### config.mk
export PLATFORM = sky130hd
export DESIGN_NAME = fe_iq_flat
export DESIGN_NICKNAME = d
export VERILOG_FILES = /design/src/rtl/fe_iq_if.sv /design/src/rtl/fe_iq.sv /design/src/flat_wrapper.sv
export SDC_FILE = /design/constraint.sdc
export NUM_CORES = 1
export LEC_CHECK = 0
export CELL_PAD_IN_SITES_DETAIL_PLACEMENT = 0
export CELL_PAD_IN_SITES_GLOBAL_PLACEMENT = 1
export CORE_UTILIZATION = 30
export CTS_CLUSTER_SIZE = 28
export DETAILED_ROUTE_END_ITERATION = 7
export GPL_TIMING_DRIVEN = 0
export HOLD_SLACK_MARGIN = 0.05
export MAX_ROUTING_LAYER = met4
export PLACE_DENSITY = 0.69
export SETUP_SLACK_MARGIN = 0.2
export SLEW_MARGIN = 15
export SYNTH_ARGS = -nofsm -noshare
export SYNTH_HDL_FRONTEND = slang
export SYNTH_SLANG_ARGS = --single-unit
### constraint.sdc
create_clock -name clk -period 3.2 [get_ports clk]
set_input_delay 0.48 -clock clk [delete_from_list [all_inputs] [get_ports clk]]
set_output_delay 0.48 -clock clk [all_outputs]
set_load 0.05 [all_outputs]
### src/rtl/fe_iq_if.sv
// Packet types and the fetch/decode handshake bundle for the fe_iq instruction queue.
// The queue drives the slave modport; the fetch/decode environment drives the master modport.
package fe_iq_pkg;

  typedef struct packed {
    logic [31:0] pc;
    logic [31:0] insn;
  } t_instr_pkt;

  typedef struct packed {
    logic        valid;
    logic [31:0] pc;
  } t_nuke_pkt;

  typedef struct packed {
    logic        valid;
    logic [31:0] target;
  } t_br_mispred_pkt;

endpackage

interface fe_iq_if;

  logic                   valid_fe0;
  fe_iq_pkg::t_instr_pkt  instr_fe0;
  logic                   iq_ready_fe0;
  logic                   valid_fe1;
  fe_iq_pkg::t_instr_pkt  instr_fe1;
  logic                   decode_ready_de0;

  modport slave (
    input  valid_fe0,
    input  instr_fe0,
    input  decode_ready_de0,
    output iq_ready_fe0,
    output valid_fe1,
    output instr_fe1
  );

  modport master (
    output valid_fe0,
    output instr_fe0,
    output decode_ready_de0,
    input  iq_ready_fe0,
    input  valid_fe1,
    input  instr_fe1
  );

endinterface

### src/rtl/fe_iq.sv
// Fetch-to-decode instruction queue with flush on nuke or branch mispredict.
// Define IQ_BYPASS_EN to let fetch reach decode in the same cycle when the queue is empty.
module fe_iq
  import fe_iq_pkg::*;
#(
  parameter int unsigned DEPTH = 4,
  localparam int unsigned PTR_W = $clog2(DEPTH) + 1
) (
  input  logic              clk,
  input  logic              reset,
  fe_iq_if.slave            iq,
  input  t_nuke_pkt         nuke_rb1,
  input  t_br_mispred_pkt   br_mispred_ex0,
  output logic [PTR_W-1:0]  iq_count
);

  localparam int unsigned IDX_W = PTR_W - 1;
  localparam logic [PTR_W-1:0] FULL_XOR = {1'b1, {IDX_W{1'b0}}};

  t_instr_pkt       mem [DEPTH];
  logic [PTR_W-1:0] wr_ptr_q, wr_ptr_d;
  logic [PTR_W-1:0] rd_ptr_q, rd_ptr_d;
  logic             flush, full, empty, enq, deq, bypass;

  always_comb begin
    flush           = nuke_rb1.valid | br_mispred_ex0.valid;
    full            = (wr_ptr_q ^ rd_ptr_q) == FULL_XOR;
    empty           = wr_ptr_q == rd_ptr_q;
    iq_count        = wr_ptr_q - rd_ptr_q;
    iq.iq_ready_fe0 = ~full;
`ifdef IQ_BYPASS_EN
    // Empty queue with decode ready: packet goes straight through, storage untouched.
    bypass          = empty & ~flush & iq.valid_fe0 & iq.decode_ready_de0;
    iq.valid_fe1    = (~empty | iq.valid_fe0) & ~flush;
    iq.instr_fe1    = empty ? iq.instr_fe0 : mem[rd_ptr_q[IDX_W-1:0]];
`else
    bypass          = 1'b0;
    iq.valid_fe1    = ~empty & ~flush;
    iq.instr_fe1    = mem[rd_ptr_q[IDX_W-1:0]];
`endif
    enq             = iq.valid_fe0 & ~full & ~flush & ~bypass;
    deq             = iq.valid_fe1 & iq.decode_ready_de0 & ~empty;
  end

  always_comb begin
    wr_ptr_d = wr_ptr_q;
    rd_ptr_d = rd_ptr_q;
    if (flush) begin
      wr_ptr_d = '0;
      rd_ptr_d = '0;
    end else begin
      if (enq) wr_ptr_d = wr_ptr_q + PTR_W'(1);
      if (deq) rd_ptr_d = rd_ptr_q + PTR_W'(1);
    end
  end

  always_ff @(posedge clk) begin
    if (!reset) begin
      wr_ptr_q <= '0;
      rd_ptr_q <= '0;
    end else begin
      wr_ptr_q <= wr_ptr_d;
      rd_ptr_q <= rd_ptr_d;
    end
  end

  // Entry storage is never cleared; the pointers alone define what is live.
  always_ff @(posedge clk) begin
    if (reset && enq) mem[wr_ptr_q[IDX_W-1:0]] <= iq.instr_fe0;
  end

`ifdef ASSERT
  a_no_enq_full: assert property (@(posedge clk) disable iff (!reset) !(enq && full));
  a_no_deq_empty: assert property (@(posedge clk) disable iff (!reset) !(deq && empty));
  a_count_max: assert property (@(posedge clk) disable iff (!reset) iq_count <= PTR_W'(DEPTH));
  a_fetch_stable: assert property (@(posedge clk) disable iff (!reset)
    (iq.valid_fe0 && !iq.iq_ready_fe0 && !flush) |=> (!iq.valid_fe0 || $stable(iq.instr_fe0)));
`endif

endmodule

### src/flat_wrapper.sv
// flat-port wrapper written by rule: the top's interface ports become plain ports
module fe_iq_flat import fe_iq_pkg::*;
#(
  parameter int unsigned DEPTH = 4,
  localparam int unsigned PTR_W = $clog2(DEPTH) + 1
)
  (clk, reset, nuke_rb1, br_mispred_ex0, iq_count, iq_valid_fe0, iq_instr_fe0, iq_decode_ready_de0, iq_iq_ready_fe0, iq_valid_fe1, iq_instr_fe1);
  fe_iq_if iq_i ();
  input  logic clk;
  input  logic reset;
  input  t_nuke_pkt nuke_rb1;
  input  t_br_mispred_pkt br_mispred_ex0;
  output logic [PTR_W-1:0] iq_count;
  input wire logic [$bits(iq_i.valid_fe0)-1:0] iq_valid_fe0;
  input wire logic [$bits(iq_i.instr_fe0)-1:0] iq_instr_fe0;
  input wire logic [$bits(iq_i.decode_ready_de0)-1:0] iq_decode_ready_de0;
  output wire logic [$bits(iq_i.iq_ready_fe0)-1:0] iq_iq_ready_fe0;
  output wire logic [$bits(iq_i.valid_fe1)-1:0] iq_valid_fe1;
  output wire logic [$bits(iq_i.instr_fe1)-1:0] iq_instr_fe1;
  assign iq_i.valid_fe0 = iq_valid_fe0;
  assign iq_i.instr_fe0 = iq_instr_fe0;
  assign iq_i.decode_ready_de0 = iq_decode_ready_de0;
  assign iq_iq_ready_fe0 = iq_i.iq_ready_fe0;
  assign iq_valid_fe1 = iq_i.valid_fe1;
  assign iq_instr_fe1 = iq_i.instr_fe1;
  fe_iq #(.DEPTH(DEPTH)) u_core (.clk(clk), .reset(reset), .iq(iq_i), .nuke_rb1(nuke_rb1), .br_mispred_ex0(br_mispred_ex0), .iq_count(iq_count));
endmodule
==> results of run 1 <==
per-stage QoR:
stage / setup TNS (ns) / cell area [µm²] / hold slack, ns / worst slack, ns / instances
after floorplan: 0 / 9760 / 0.469 / 0.551 / 393
after global placement: -73.02 / 11700 / 0.487 / -0.472 / 966
after detailed placement: 0 / 11800 / 0.502 / 0.194 / 970
after CTS: 0 / 12600 / 0.509 / 0.205 / 1020
after global routing: 0 / 12600 / 0.534 / 0.200 / 1021
final: 0 / 12600 / 0.513 / 0.317 / 1021
layout make-up:
type | instances | area (µm²) | area share [%]
Clock buffer | 32 | 737 | 5.85
Timing Repair Buffer | 142 | 1380 | 11.0
Sequential cell | 264 | 7850 | 62.3
Buffer | 15 | 96.3 | 0.765
Multi-Input combinational cell | 109 | 1850 | 14.7
Inverter | 6 | 22.5 | 0.179
Tap cell | 435 | 544 | 4.32
Clock inverter | 18 | 116 | 0.924
sequential cells by signal (all words and copies together), names as in the netlist, named ones only:
register	count
u_core.rd_ptr_q	3
u_core.mem	256
u_core.wr_ptr_q	3
power by group through the flow:
stage / Clock, W / Sequential (W) / Combinational (W)
2_1_floorplan: 0 / 0.00389 / 0.0000849
3_3_place_gp: 0 / 0.00389 / 0.000233
3_5_place_dp: 0 / 0.00389 / 0.000245
4_1_cts: 0.00307 / 0.00381 / 0.000236
5_1_grt: 0.00320 / 0.00381 / 0.000249
6_report: 0.00298 / 0.00381 / 0.000235
timing repair:
| item | 4_1_cts | 5_1_grt |
|---|---|---|
| setup endpoints to repair | 67 | 123 |
| cloned | 0 | 1 |
| endpoints found under the hold margin | 0 | 0 |
| gates resized for setup | 76 | 5 |
cells by family after synthesis:
family | Yosys count | synth area share, %
XOR/XNOR | 3 | 0.269
multiplexers | 71 | 15.5
flip-flops | 264 | 80.5
buffers and inverters | 21 | 0.924
adder cells (fa/ha/maj) | 8 | 1.10
AO/OA/AOI/OAI | 5 | 0.641
AND/OR/NAND/NOR | 21 | 1.10
worst max-delay path, stage by stage, from the launching register on:
cell	delay, ns
dfxtp_1	0.39
inv_1	0.11
ha_1	0.21
fa_1	0.43
xnor2_1	0.18
dlygate4sd2_1	0.55
routing by layer:
layer / wire length, µm / part of all wire, % / vias up / track usage (%)
li1: - / - / 2024 / -
met2: 10100 / 53 / 107 / 20.7
met1: 7580 / 40 / 2400 / 13.7
met4: 475 / 2.5 / 0 / 3.16
met3: 831 / 4.4 / 32 / 2.45
met5: 0 / 0 / - / -
layout by cell type, fill, tap and decap left out, drive strengths merged, types with 2 or more instances in the layout:
| cell | n |
|---|---|
| clkbuf | 34 |
| mux4 | 64 |
| inv | 7 |
| and3 | 5 |
| dlygate4sd2 | 62 |
| clkinvlp | 3 |
| a2111oi | 2 |
| clkinv | 13 |
| ha | 7 |
| dfxtp | 8 |
| nand2b | 3 |
| mux2i | 7 |
| nand2 | 12 |
| xnor2 | 2 |
| edfxtp | 256 |
| buf | 18 |
| clkdlybuf4s50 | 74 |
worst paths after layout:
path,end,depth (start not counted),start,slack (ns)
hold / removal,u_core.wr_ptr_q[2]$_SDFFE_PP0P_,2,u_core.wr_ptr_q[2]$_SDFFE_PP0P_,0.51
hold reg to reg,u_core.wr_ptr_q[2]$_SDFFE_PP0P_,2,u_core.wr_ptr_q[2]$_SDFFE_PP0P_,0.51
setup / recovery,iq_count[2],5,u_core.wr_ptr_q[0]$_SDFFE_PP0P_,0.32
setup reg to reg,u_core.mem[0][24]$_DFFE_PP_,6,u_core.wr_ptr_q[0]$_SDFFE_PP0P_,0.45
==> metrics.yaml, run 1 <==
status: "finished, final reports clean"
synth_edf_count: 256
clkLatencyLatePin_ns: 0.53
ios: 203
synth.top_cells.by_area: "edfxtp_1 (79%), mux4_2 (15%), dfxtp_1 (1.6%), ha_1 (0.90%), mux2i_1 (0.72%)"
rows: 65
post-route-period-util_pct: 90.1
cts_buffer_depth: 3
sw_frac_of_total_pct: 19.8
cts_tree: "done"
p_comb_share_pct: 3.4
crit_fanout: 4
cts_root_buf: "clkbuf_16"
avgSynthCellArea_um2: 24.8
synth_most_common_cell: "edfxtp_1"
die_x_um: 182
area_growth_pct: 29.1
cts_htree_levels: 1
synth-seq-cells: 264
ys_seq_area_share_pct: 80.5
arrival_ns: 2.40
clkPwrFrac_pct: 42.4
hold_viol_final: 0
p_leak_nw: 4.02
cp-start-kind: "register"
maxCapViolCount: 0
powerDensity_mw_per_mm2: 558
drt_iter0_drc: 179
clock_skew_ns: 0.0128
finalWorstPathRequiredPeriod_ns: 2.88
cp-end-kind: "output port"
p_switching_w: 0.00139
power_w: 0.00702
final_util_pct: 39.6
power_frac_seq_pct: 54.3
clk_pin_slew_ns: 0.06
wl_per_cell_um: 18.6
critPathKind: "reg2out"
yosysWarnings: 0
crit_required_ns: 2.72
antenna_found_initial: 0
async_reset_ff_share_pct: 0
post_cts_buffers: 0
synth.distinct_cells: 22
drtPass1Iterations: 6
hp-class: "reg2reg"
maxSlewViolCount: 0
drive_above_1_share_pct: 22.5
gr-total-overflow: 0
die_area_mm2: 0.0332
hpwl_mm: 12.0
drcViolationCount: 0
place_congestion: 0.709
grt_setup_unrepaired: "no"
nFillCells: 2836
syn_inst: 393
initial_utilization_pct: 30.7
post-synth-top-area-fraction_pct: 78.8
avgViaCountPerCell: 4.47
synthTopCellsByCount: "edfxtp_1 (256), mux4_2 (64), nand2_1 (12)"
port_buffers: 138
coreArea_mm2: 0.0318
vias: 4563
tightest_slew_ns: 0.616
fmax_ghz: 0.347
grt_start_max_net_pins: 36
synth.largest_area_cell: "edfxtp_1"
nets: 708
grt_pass1_vias: 5101
cts_buffers: 28
relSlewSlack_pct: 58.6
wirelength_mm: 19.0
die_y_um: 182
netlist_area_mm2: 0.00975
syn-num-nets: 535
cts.sinks: 264
grt_pass1_wl_mm: 29.0
grt_usage_pct: 11.8
p_int_w: 0.00564
setup_viol: 0
antennaDiodeCount: 0
cts_hold_buf: 0
vdd_drop_max_mv: 0.362
synthFlopType: "edfxtp_1"
ant_nets: 0
No activity file was read; power rests on OpenSTA's default activity.
==> run 2: changes to the inputs <==
--- a/config.mk
+++ b/config.mk
@@ -5,6 +5,7 @@
 export SDC_FILE = /design/constraint.sdc
 export NUM_CORES = 1
 export LEC_CHECK = 0
+export CAP_MARGIN = 20
 export CELL_PAD_IN_SITES_DETAIL_PLACEMENT = 0
 export CELL_PAD_IN_SITES_GLOBAL_PLACEMENT = 1
 export CORE_UTILIZATION = 30
==> results of run 2 <==
No change in the layout: final DEF, timing and power equal those of run 1.
==> run 3: changes to the inputs <==
--- a/config.mk
+++ b/config.mk
@@ -9,12 +9,14 @@
 export CELL_PAD_IN_SITES_DETAIL_PLACEMENT = 0
 export CELL_PAD_IN_SITES_GLOBAL_PLACEMENT = 1
 export CORE_UTILIZATION = 30
+export CTS_CLUSTER_DIAMETER = 150
 export CTS_CLUSTER_SIZE = 28
 export DETAILED_ROUTE_END_ITERATION = 7
 export GPL_TIMING_DRIVEN = 0
 export HOLD_SLACK_MARGIN = 0.05
 export MAX_ROUTING_LAYER = met4
 export PLACE_DENSITY = 0.69
+export REMOVE_ABC_BUFFERS = 1
 export SETUP_SLACK_MARGIN = 0.2
 export SLEW_MARGIN = 15
 export SYNTH_ARGS = -nofsm -noshare
==> run 3 against run 2 <==
Against the previous run: global-route usage is 0.076 points higher; die area is the same; combinational power rose by 2%; final area shrank 3.7%; clock power down 40%; core utilization fell by 1.5 points; count of clock-buffer cells in the layout down 16; clock skew increased by 0.0091 ns; via count is 3.6% lower.
==> metrics.yaml, run 3 (same netlist as run 1, synthesis figures left out) <==
gr-total-overflow: 0  # unchanged
grt_pass1_wl_mm: 28.9  # was 29.0 mm
antenna_found_initial: 1  # was 0
place_area_mm2: 0.0118  # about the same
drive_above_1_share_pct: 18.1  # was 22.5%
fmax_ghz: 0.348  # was 0.347 GHz
nFillCells: 2873  # was 2836
initial_utilization_pct: 30.7  # unchanged
vdd_drop_max_mv: 0.391  # was 0.362 mV
clkLatencyLatePin_ns: 0.48  # was 0.53 ns
place_ws_ns: 0.0582  # was 0.194 ns
crit_fanout: 6  # was 4
ant_nets: 0  # unchanged
crit_chain: "inv_1, ha_1, and2_1, a211oi_1, dlygate4sd2_1"  # was inv_1, ha_1, fa_1, xnor2_1, dlygate4sd2_1
cts_tree: "done"  # unchanged
powerDensity_mw_per_mm2: 481  # was 558 mW/mm²
relSlewSlack_pct: 46.7  # was 58.6%
final_cell_area_mm2: 0.0121  # was 0.0126 mm²
tightest_slew_ns: 0.799  # was 0.616 ns
maxSlewViolCount: 0  # unchanged
drcViolationCount: 0  # unchanged
setup_viol: 0  # unchanged
final_util_pct: 38.1  # was 39.6%
clk_pin_slew_ns: 0.11  # was 0.06 ns
die_x_um: 182  # unchanged
port_buffers: 138  # unchanged
cts_buffer_depth: 3  # unchanged
cp_slowest_stage_delay_ns: 0.56  # was 0.55 ns
reg2reg_from: "u_core.wr_ptr_q[0]$_SDFFE_PP0P_"  # unchanged
cp-start-kind: "register"  # unchanged
hold_viol_final: 0  # unchanged
dp.cells: 958  # was 970
crit_path_top_delay_cell: "dlygate4sd2_1"  # unchanged
avgViaCountPerCell: 4.49  # was 4.47
largest_register_ffs: 256  # unchanged
cts.sinks: 264  # unchanged
cp-end-kind: "output port"  # unchanged
grt_pass1_vias: 4921  # was 5101
rrSetupSlack_ns: 0.36  # was 0.45 ns
wirelength_mm: 19.3  # was 19.0 mm
wl_per_cell_um: 19.7  # was 18.6 µm
maxCapViolCount: 0  # unchanged
instances_no_fill: 979  # was 1021
drtPass1Iterations: 4  # was 6
hp-class: "reg2reg"  # unchanged
place_congestion: 0.692  # was 0.709
grt_start_max_net_pins: 45  # was 36
p_leak_nw: 3.76  # was 4.02 nW
holdCritStartpoint: "u_core.rd_ptr_q[0]$_SDFFE_PP0P_"  # was u_core.wr_ptr_q[2]$_SDFFE_PP0P_
cts_buffers: 13  # was 28
nets: 682  # was 708
ff2ff_path_depth: 6  # unchanged
fin_ws_ns: 0.325  # was 0.317 ns
vias: 4397  # was 4563
cts_htree_levels: 1  # unchanged
arrival_ns: 2.40  # about the same
rows: 65  # unchanged
drt_iter0_drc: 179  # unchanged
clock_skew_ns: 0.0219  # was 0.0128 ns
coreArea_mm2: 0.0318  # unchanged
area_growth_pct: 24.3  # was 29.1%
die_y_um: 182  # unchanged
post-route-period-util_pct: 89.9  # was 90.1%
grt_usage_pct: 11.9  # was 11.8%
cts_root_buf: "clkbuf_16"  # unchanged
critPathTopFamily: "buffers and inverters"  # unchanged
final_common_cell: "edfxtp_1"  # unchanged
die_area_mm2: 0.0332  # unchanged
regToRegEndpoint: "u_core.mem[1][38]$_DFFE_PP_"  # was u_core.mem[0][24]$_DFFE_PP_
fin_tns_setup_ns: 0  # unchanged
most-common-layout-cells: "edfxtp_1 (256), clkdlybuf4s50_1 (70), dlygate4sd2_1 (65)"  # was edfxtp_1 (256), clkdlybuf4s50_1 (74), mux4_2 (64)
ios: 203  # unchanged
critPathKind: "reg2out"  # unchanged
hpwl_mm: 11.7  # was 12.0 mm
crit_required_ns: 2.72  # about the same
path_buf_inv: 2  # unchanged
worstHoldPathCells: 2  # unchanged
status: "finished, final reports clean"  # unchanged
finalWorstPathRequiredPeriod_ns: 2.88  # about the same
grt_setup_unrepaired: "no"  # unchanged
==> run 3: per-stage QoR <==
stage / power (W) / hold WS, ns
floorplan: 0.00397 / 0.469
global placement: 0.00412 / 0.480
detailed placement: 0.00413 / 0.514
CTS: 0.00591 / 0.533
global route: 0.00602 / 0.570
finish: 0.00583 / 0.529
==> run 3: report_power, final <==
| part | switching [W] | internal (W) |
|---|---|---|
| clock | 0.00102 | 0.000764 |
| sequential | 0.00000421 | 0.00380 |
| combinational | 0.000130 | 0.000109 |
==> run 3: how the worst max path moves through the flow <==
| stage | start | endpoint | slack (ns) | depth (start not counted) |
|---|---|---|---|---|
| after floorplan | register | iq_instr_fe1[0] | -0.82 | 1 |
| after global placement | register | iq_instr_fe1[38] | -2.78 | 2 |
| after detailed placement | br_mispred_ex0[32] | u_core.mem[0][28]$_DFFE_PP_ | 0.06 | 4 |
| after CTS | register | iq_instr_fe1[24] | 0.003 | 3 |
| after global routing | u_core.wr_ptr_q[0]$_SDFFE_PP0P_ | u_core.mem[3][44]$_DFFE_PP_ | 0.21 | 6 |
| final | u_core.wr_ptr_q[0]$_SDFFE_PP0P_ | iq_valid_fe1 | 0.32 | 5 |
==> run 3: metal layers <==
layer  vias up  routed length [µm]  global-route usage, %
li1       1948                   -                      -
met1      2322                8630                   14.9
met2       109                9600                   20.3
met3        18                 760                   2.20
met4         0                 327                   2.35
met5         -                   0                      -
==> run 3: repair_timing <==
action	in CTS	in global routing
setup buffers	1	0
cloned	0	1
hold buffers	0	0
hold endpoints to repair	0	0
resized for setup	66	6
setup endpoints to repair	67	56
pin swaps	0	2
==> run 3: area by class of cell <==
class	count	area, µm²	share of cell area (%)
Antenna cell	2	5.00	0.0413
Clock buffer	16	337	2.78
Clock inverter	1	16.3	0.134
Inverter	6	22.5	0.186
Multi-Input combinational cell	109	1850	15.3
Sequential cell	264	7860	64.8
Tap cell	435	544	4.49
Timing Repair Buffer	146	1490	12.3
==> run 3: worst reg2reg max path, delay by kind of cell (launching register included) <==
| kind | cells | cell delay, ns |
|---|---|---|
| and+or+nand+nor | 2 | 0.82 |
| AOI/OAI and AO/OA | 1 | 0.50 |
| buffers and inverters | 2 | 0.44 |
| DFF | 1 | 0.41 |
| adders and majority gates | 1 | 0.30 |
